==> src/rtl/iobuf_bus_ctrl_pkg.sv <==
// Shared types and widths for the half-duplex pad bus controller.
package iobuf_bus_ctrl_pkg;

    // Bus direction / phase of the controller
    typedef enum logic [2:0] {
        IDLE_RX,
        TURN_TX,
        DRIVE,
        HOLD,
        TURN_RX
    } state_e;

    // Turnaround counter covers TURN values 1..15
    localparam int TURN_CNT_W  = 4;
    // Burst counter covers MAX_BURST values 1..255
    localparam int BURST_CNT_W = 8;
    // Width of the dropped-strobe counter output
    localparam int DROP_CNT_W  = 8;

endpackage

==> src/rtl/iobuf_bus_sync.sv <==
// Synchronizer for the asynchronous remote data/strobe plus a registered
// rising-edge detector on the synchronized strobe.
module iobuf_bus_sync #(
    parameter int WIDTH       = 8,
    parameter int SYNC_STAGES = 2
) (
    input  logic             clk,
    input  logic             rst_n,
    input  logic [WIDTH-1:0] pad_o,
    input  logic             pad_stb,
    output logic [WIDTH-1:0] data_sync,
    output logic             stb_edge
);

    logic [SYNC_STAGES-1:0]            stb_q, stb_d;
    logic [SYNC_STAGES-1:0][WIDTH-1:0] dat_q, dat_d;
    logic                              stb_prev_q, stb_prev_d;
    logic                              edge_q, edge_d;

    // Shift both chains by one stage and flag a low-to-high synced strobe
    // NOTE: every signal written here gets a value on every path (here by
    // direct assignment); a path that leaves one unassigned infers a latch.
    always_comb begin
        stb_d      = {stb_q[SYNC_STAGES-2:0], pad_stb};
        dat_d      = {dat_q[SYNC_STAGES-2:0], pad_o};
        stb_prev_d = stb_q[SYNC_STAGES-1];
        edge_d     = stb_q[SYNC_STAGES-1] & ~stb_prev_q;
    end

    // Synchronizer, edge history and registered edge pulse
    // NOTE: non-blocking assignments so every flop samples pre-edge values;
    // the whole chain is reset (not left as an unreset array) so no stale
    // strobe can fake an edge right after reset.
    always_ff @(posedge clk or negedge rst_n) begin
        if (!rst_n) begin
            stb_q      <= '0;
            dat_q      <= '0;
            stb_prev_q <= 1'b0;
            edge_q     <= 1'b0;
        end else begin
            stb_q      <= stb_d;
            dat_q      <= dat_d;
            stb_prev_q <= stb_prev_d;
            edge_q     <= edge_d;
        end
    end

    assign data_sync = dat_q[SYNC_STAGES-1];
    assign stb_edge  = edge_q;

endmodule

==> src/rtl/iobuf_bus_ctrl.sv <==
// Half-duplex pad bus controller: transmits valid/ready words in bursts of at
// most MAX_BURST with TURN released cycles at each direction change, and
// captures strobed remote words while idle.
// Optional: define IOBUF_BUS_CTRL_DROPCNT_EN to count strobes dropped while busy.
module iobuf_bus_ctrl
    import iobuf_bus_ctrl_pkg::*;
#(
    parameter int WIDTH       = 8,
    parameter int TURN        = 2,
    parameter int SYNC_STAGES = 2,
    parameter int MAX_BURST   = 16
) (
    input  logic             clk,
    input  logic             rst_n,
    input  logic [WIDTH-1:0] tx_data,
    input  logic             tx_valid,
    output logic             tx_ready,
    output logic [WIDTH-1:0] rx_data,
    output logic             rx_valid,
    output logic             busy,
    output logic [7:0]       drop_cnt,
    output logic [WIDTH-1:0] pad_i,
    output logic             pad_t,
    input  logic [WIDTH-1:0] pad_o,
    input  logic             pad_stb
);

    state_e                  state_q, state_d;
    logic [TURN_CNT_W-1:0]   turn_q, turn_d;
    logic [BURST_CNT_W-1:0]  burst_q, burst_d;
    logic [WIDTH-1:0]        pad_i_q, pad_i_d;
    logic                    pad_t_q, pad_t_d;
    logic [WIDTH-1:0]        rx_data_q, rx_data_d;
    logic                    rx_valid_q, rx_valid_d;
    logic [WIDTH-1:0]        data_sync;
    logic                    sync_edge;

    iobuf_bus_sync #(
        .WIDTH       (WIDTH),
        .SYNC_STAGES (SYNC_STAGES)
    ) u_sync (
        .clk       (clk),
        .rst_n     (rst_n),
        .pad_o     (pad_o),
        .pad_stb   (pad_stb),
        .data_sync (data_sync),
        .stb_edge  (sync_edge)
    );

    // Bus direction FSM, turnaround/burst counters and pad drive
    always_comb begin
        state_d = state_q;
        turn_d  = turn_q;
        burst_d = burst_q;
        pad_i_d = pad_i_q;
        pad_t_d = pad_t_q;
        case (state_q)
            IDLE_RX: begin
                pad_t_d = 1'b1;
                if (tx_valid) begin
                    state_d = TURN_TX;
                    turn_d  = TURN_CNT_W'(TURN);
                end
            end
            TURN_TX: begin
                pad_t_d = 1'b1;
                if (turn_q == TURN_CNT_W'(1)) begin
                    state_d = DRIVE;
                    burst_d = '0;
                end else begin
                    turn_d = turn_q - 1'b1;
                end
            end
            DRIVE: begin
                if (tx_valid) begin
                    pad_i_d = tx_data;
                    pad_t_d = 1'b0;
                    burst_d = burst_q + 1'b1;
                    // Cut the burst so the remote is guaranteed an idle slot
                    if (burst_q + 1'b1 == BURST_CNT_W'(MAX_BURST)) begin
                        state_d = HOLD;
                    end
                end else begin
                    state_d = HOLD;
                end
            end
            HOLD: begin
                // Last word stays on the pads this cycle; release from next
                pad_t_d = 1'b1;
                state_d = TURN_RX;
                turn_d  = TURN_CNT_W'(TURN);
            end
            TURN_RX: begin
                pad_t_d = 1'b1;
                if (turn_q == TURN_CNT_W'(1)) begin
                    state_d = IDLE_RX;
                end else begin
                    turn_d = turn_q - 1'b1;
                end
            end
            default: begin
                state_d = IDLE_RX;
                pad_t_d = 1'b1;
            end
        endcase
    end

    // Capture a remote word only while idle; edges elsewhere are discarded
    always_comb begin
        rx_valid_d = sync_edge && (state_q == IDLE_RX);
        rx_data_d  = rx_valid_d ? data_sync : rx_data_q;
    end

    // Controller state and pad registers; reset releases the bus immediately
    always_ff @(posedge clk or negedge rst_n) begin
        if (!rst_n) begin
            state_q    <= IDLE_RX;
            turn_q     <= '0;
            burst_q    <= '0;
            pad_i_q    <= '0;
            pad_t_q    <= 1'b1;
            rx_data_q  <= '0;
            rx_valid_q <= 1'b0;
        end else begin
            state_q    <= state_d;
            turn_q     <= turn_d;
            burst_q    <= burst_d;
            pad_i_q    <= pad_i_d;
            pad_t_q    <= pad_t_d;
            rx_data_q  <= rx_data_d;
            rx_valid_q <= rx_valid_d;
        end
    end

`ifdef IOBUF_BUS_CTRL_DROPCNT_EN
    logic [DROP_CNT_W-1:0] drop_q, drop_d;

    // Saturating count of strobe edges seen outside IDLE_RX
    always_comb begin
        drop_d = drop_q;
        if (sync_edge && (state_q != IDLE_RX) && (drop_q != '1)) begin
            drop_d = drop_q + 1'b1;
        end
    end

    // Drop counter register; cleared only by reset
    always_ff @(posedge clk or negedge rst_n) begin
        if (!rst_n) begin
            drop_q <= '0;
        end else begin
            drop_q <= drop_d;
        end
    end

    assign drop_cnt = drop_q;
`else
    assign drop_cnt = '0;
`endif

    assign tx_ready = (state_q == DRIVE);
    assign busy     = (state_q != IDLE_RX);
    assign pad_i    = pad_i_q;
    assign pad_t    = pad_t_q;
    assign rx_data  = rx_data_q;
    assign rx_valid = rx_valid_q;

endmodule

==> config.mk <==
export PLATFORM = sky130hd
export DESIGN_NAME = iobuf_bus_ctrl
export DESIGN_NICKNAME = d
export VERILOG_FILES = /design/src/rtl/iobuf_bus_ctrl_pkg.sv /design/src/rtl/iobuf_bus_sync.sv /design/src/rtl/iobuf_bus_ctrl.sv
export SDC_FILE = /design/constraint.sdc
export NUM_CORES = 1
export LEC_CHECK = 0
export ABC_AREA = 1
export BUFFER_PORTS_ARGS = -buffer_cell sky130_fd_sc_hd__buf_2
export CORE_ASPECT_RATIO = 1.4
export CORE_MARGIN = 3
export CORE_UTILIZATION = 50
export DETAILED_ROUTE_END_ITERATION = 8
export PLACE_DENSITY_LB_ADDON = 0.05
export SETUP_SLACK_MARGIN = 0.5
export SYNTH_ARGS = -nofsm -noshare
export SYNTH_HDL_FRONTEND = slang
export SYNTH_HIERARCHICAL = 1
export SYNTH_SLANG_ARGS = --single-unit
export TNS_END_PERCENT = 5
==> constraint.sdc <==
create_clock -name clk -period 3.95 [get_ports clk]
set_clock_uncertainty 0.05 [all_clocks]
set_input_delay 0.5925 -clock clk [delete_from_list [all_inputs] [get_ports clk]]
set_output_delay 0.5925 -clock clk [all_outputs]
set_load 0.1 [all_outputs]
### Yosys cells after proc, flatten, opt, wreduce, memory -nomap -nowiden

Cells that the tools add are included.
W data, S select, Z words.

* input port bits: 20
* output and inout bits: 28
* word-level logic and storage cells: 52
* flip-flop bits (word level): 53

* multiplexer cells: 14
* equality and inequality tests: 12
* bitwise gates (word level): 2
* reduce and logical (&&, ||, !) cells: 10
* add/sub/neg operators: 2

Operator list (number)
* $mux W8: 2
* $pmux W8 S2: 1
* $mux W3: 5
* $pmux W3 S5: 1
* $pmux W4 S3: 1
* $ne A2 B2 Y1 const B: 5
* $add A8 B1 Y8 const B: 1
* $eq A8 B5 Y1 const B: 1
* $mux W4: 2
* $eq A3 B2 Y1 const B: 2
* $reduce_and A3 Y1: 2
* $reduce_bool A3 Y1: 2
* $eq A4 B1 Y1 const B: 1
* $reduce_and A4 Y1: 1
* $sub A4 B1 Y4 const B: 1
* $eq A3 B1 Y1 const B: 1
* $eq A3 B3 Y1 const B: 1
* $logic_not A3 Y1: 1
* $ne A3 B2 Y1 const B: 1
* $mux W1: 2
* $reduce_and A2 Y1: 1
* $reduce_bool A2 Y1: 1
* $reduce_or A2 Y1: 1
* $and A1 B1 Y1: 1
* other kinds (2): 2

### Depth between registers and ports, before layout

* depth in word-level cells: 5
* depth in mapped cells: 11
* mapped depth without buffers: 11

### Hierarchy

The synthesis kept the hierarchy.

Modules (own cells, without submodules)
* iobuf_bus_ctrl: seq. area each 827.0 sq um, instances 1, cells an instance 197, area an instance 1651.6 sq um
* iobuf_bus_sync: seq. area each 500.5 sq um, instances 1, cells an instance 22, area an instance 510.5 sq um

### Worst setup path before layout

OpenSTA, ideal clock, no wires.

* path type: register to output
* start: reg state_q[2]
* end: out busy
* buffers on the path: 0
* slack: 2048 ps
* arrival: 1259 ps
* cell stages (with the launch flop): 5
* data required time: 3307 ps
* cell sequence: dfrtp_1 > inv_1 > nand2_2 > inv_2 > nand2_1

* cells in the longest elaborated chain, start to end: 1

RTL lines
* from (decl): RTL line iobuf_bus_ctrl.sv:28 `state_e state_q, state_d;`
* from (signal assigned): RTL line iobuf_bus_ctrl.sv:125 `state_q <= state_d;`
* $reduce_bool A3 Y1: RTL line iobuf_bus_ctrl.sv:161 `assign busy = (state_q != IDLE_RX);`
* to (decl): RTL line iobuf_bus_ctrl.sv:20 `output logic busy,`

No other way between the ends.

### Worst setup path after layout

* start: reg state_q[0]
* end: out tx_ready

* cells in the longest elaborated chain, start to end: 1

RTL lines
* $eq A3 B2 Y1: RTL line iobuf_bus_ctrl.sv:160 `assign tx_ready = (state_q == DRIVE);`
* to (decl): RTL line iobuf_bus_ctrl.sv:17 `output logic tx_ready,`

No other way between the ends.

==> run_results.csv <==
group,metric,value,unit
status,status,"finished, final reports clean",
cts,hold_buffers,0,
logic_synthesis,synth-edff-count,0,
final_layout,share_of_post_route_cells_with_drive_strength_above_1,25.76,%
setup_path,timing.setup.critical_path_class,"flop to primary output",
final_layout,final_nets,286,
logic_synthesis,ys_seq_area_share,61.40,%
timing,final_number_of_hold_violating_endpoints,0,
floorplan,ioPinCount,48,
final_layout,layout_commonest_cell,"nand2_1",
grt,grt_start_max_net_pins,39,
logic_synthesis,synth.ff_latch_count,53,
cts,largest_buffer_count_on_any_clock_path,2,
final_layout,final_cell_mix,"nand2_1, dfrtp_1, buf_2, inv_1",
timing,setup_viol,0,
detailed_routing,route.antenna.remaining_nets,0,
cts,tritoncts,"done",
setup_path,setup_slack_reg_to_reg,2340,ps
setup_path,regToRegStartpoint,"turn_q[1]",
logic_synthesis,dominantRegCellSynth,"dfrtp_1",
timing,hold-worst-slack,305.3,ps
setup_path,cp_data_required_time,3310,ps
timing,fin_tns_setup,0,ps
detailed_routing,avgViaCountPerCell,4.857,
timing,post-route-worst-setup-slack,1776,ps
setup_path,critical_path.endpoint_type,"primary output",
setup_path,crit_path_max_fanout,4,
setup_path,startpoint_type,"flop",
floorplan,initial_core_util,53.33,%
logic_synthesis,synth_top_cell_area_share,60.19,%
floorplan,die_height,83.81,um
detailed_routing,detail_route.wl_per_cell,12.11,um
timing,fin_crit_sh,55.05,%
floorplan,floorplan.die_area,5160,um2
floorplan,core_area,4054,um2
grt,grt_first_pass_wirelength,6437,um
logic_synthesis,postSynthCellCount,219,
cts,clock_pin_slew_reported_for_the_worst_setup_and_hold_paths_after_clock_tree_synthesis,100,ps
logic_synthesis,yosysWarningCount,6,
grt,track_usage,16.61,%
cts,clock_buffer_count_from_cts,5,
cts,number_of_post_cts_setup_repair_buffers,0,
logic_synthesis,yosysTopAreaCell,"dfrtp_1",
hold_path,hold_path.class,"input pin to asynchronous set/reset pin",
cts,clockRootBuffer,"clkbuf_8",
floorplan,die_width,61.58,um
detailed_routing,firstDrtPassIters,4,
timing,report.final.slew_viol_count,0,
placed_design,place.port_buffers,39,
job,maxCapViolations,0,
setup_path,worst_ep_arrival_time,1530,ps
placed_design,pre_cts_slack,2113,ps
detailed_routing,route.final.wire_length,3717,um
logic_synthesis,synthTopCellsByArea,"dfrtp_1, nand2_1, buf_4, inv_1, nand3_1",
setup_path,worstReg2RegEnd,"burst_q[0]",
timing,unrepaired_setup_endpoints_after_global_routing,"false",
logic_synthesis,syn_avg_cell_area,9.872,um2
grt,grt-ovfl-total,0,
timing,maxClockFrequency,0.4599,GHz
grt,first_global_vias,1445,
final_layout,antenna_cell_count,0,
logic_synthesis,synth.lib_cells_used.distinct,33,
logic_synthesis,ffs_w_async_s_r_synth,100.0,%
final_layout,area_delta_synth_final,14.35,%
timing,max_slew_margin,46.82,%
placed_design,globalplace.congestion,0.8592,
logic_synthesis,cell_area_after_technology_mapping,2162,um2
cts,cts_htree_levels,2,
grt,antenna_violations_before_repair,0,
setup_path,r2r.worst_path.cells,6,
detailed_routing,drt_iter0_drc,65,
floorplan,rows,27,
timing,finalWorstPathRequiredPeriod,2174,ps
cts,numClockSinks,53,
timing,slew_at_the_pin_closest_to_its_max_slew_limit,797.7,ps
detailed_routing,drt_drc_violations_left,0,
detailed_routing,detailroute.via_count,1491,
placed_design,dp_hpwl,2703,um
cts,worstSkewPairLatency,300,ps
cts,cts_repair_resizes,0,
-- cell usage after synthesis, drive strengths merged, types with 2 or more instances --
cell type  instances
nand4              3
nand3             11
nand2             79
o31ai              2
o21ai             10
ha                 3
buf               10
inv               23
o21a               2
dfrtp             52
nand3b             2
nor2              10
-- stage by stage --
step | cell area (um2) | utilization [%] | instances
2_1_floorplan | 2188 | - | 226
3_3_place_gp | 2372 | 58.52 | 299
3_5_place_dp | 2372 | 58.52 | 299
4_1_cts | 2472 | 60.99 | 307
5_1_grt | 2472 | 60.99 | 307
6_report | 2472 | 60.99 | 307
-- per-layer routing --
metal  global-route usage [%]  share of wire, %  up-vias
met2                    25.74                50       36
met1                    21.14                43      689
met4                    6.757               1.8        0
met5                        0                 0        -
met3                    4.954               4.8        7
li1                         -                 -      759
-- how the worst max path moves through the flow --
stage | from | end | depth (start not counted)
finish | state_q[0] | tx_ready | 4
global route | state_q[0] | tx_ready | 4
global placement | state_q[0] | tx_ready | 4
CTS | state_q[0] | tx_ready | 4
detailed placement | state_q[0] | tx_ready | 4
floorplan | state_q[2] | busy | 4
-- state kept, by name, indices dropped and copies added (netlist names), 2 cells and up --
| register | count |
|---|---|
| burst_q | 8 |
| pad_i | 8 |
| rx_data | 8 |
| u_sync/dat_d | 8 |
| u_sync/data_sync | 8 |
| turn_q | 4 |
| state_q | 3 |
| u_sync/stb_q | 2 |
-- worst max-delay path, stage by stage, from the launching register on --
cell and delay [ps]:
dfrtp_1 410, inv_1 120, nand2_2 120, nor2_4 140
buf_2 440
-- kinds of logic after synthesis --
logic type | after synthesis | synth area share (%)
other | 1 | 0.1734
AOI/OAI and AO/OA | 20 | 6.366
and+or+nand+nor | 106 | 21.76
DFF | 53 | 61.40
adders and majority gates | 3 | 1.736
buffers and inverters | 34 | 7.754
xor gates and xnor gates | 2 | 0.8103
-- final cells by class --
cell class | count | area (um2)
fill | 352 | 1582
sequential | 53 | 1328
multi-input combinational | 139 | 693.2
timing repair buffer | 40 | 202.7
inverter | 24 | 95.09
clock buffer | 6 | 82.58
tap | 43 | 53.80
clock inverter | 2 | 17.52
Power is not shown: default switching activity piles up to over one toggle a cycle in this logic, so the estimate is an artifact.
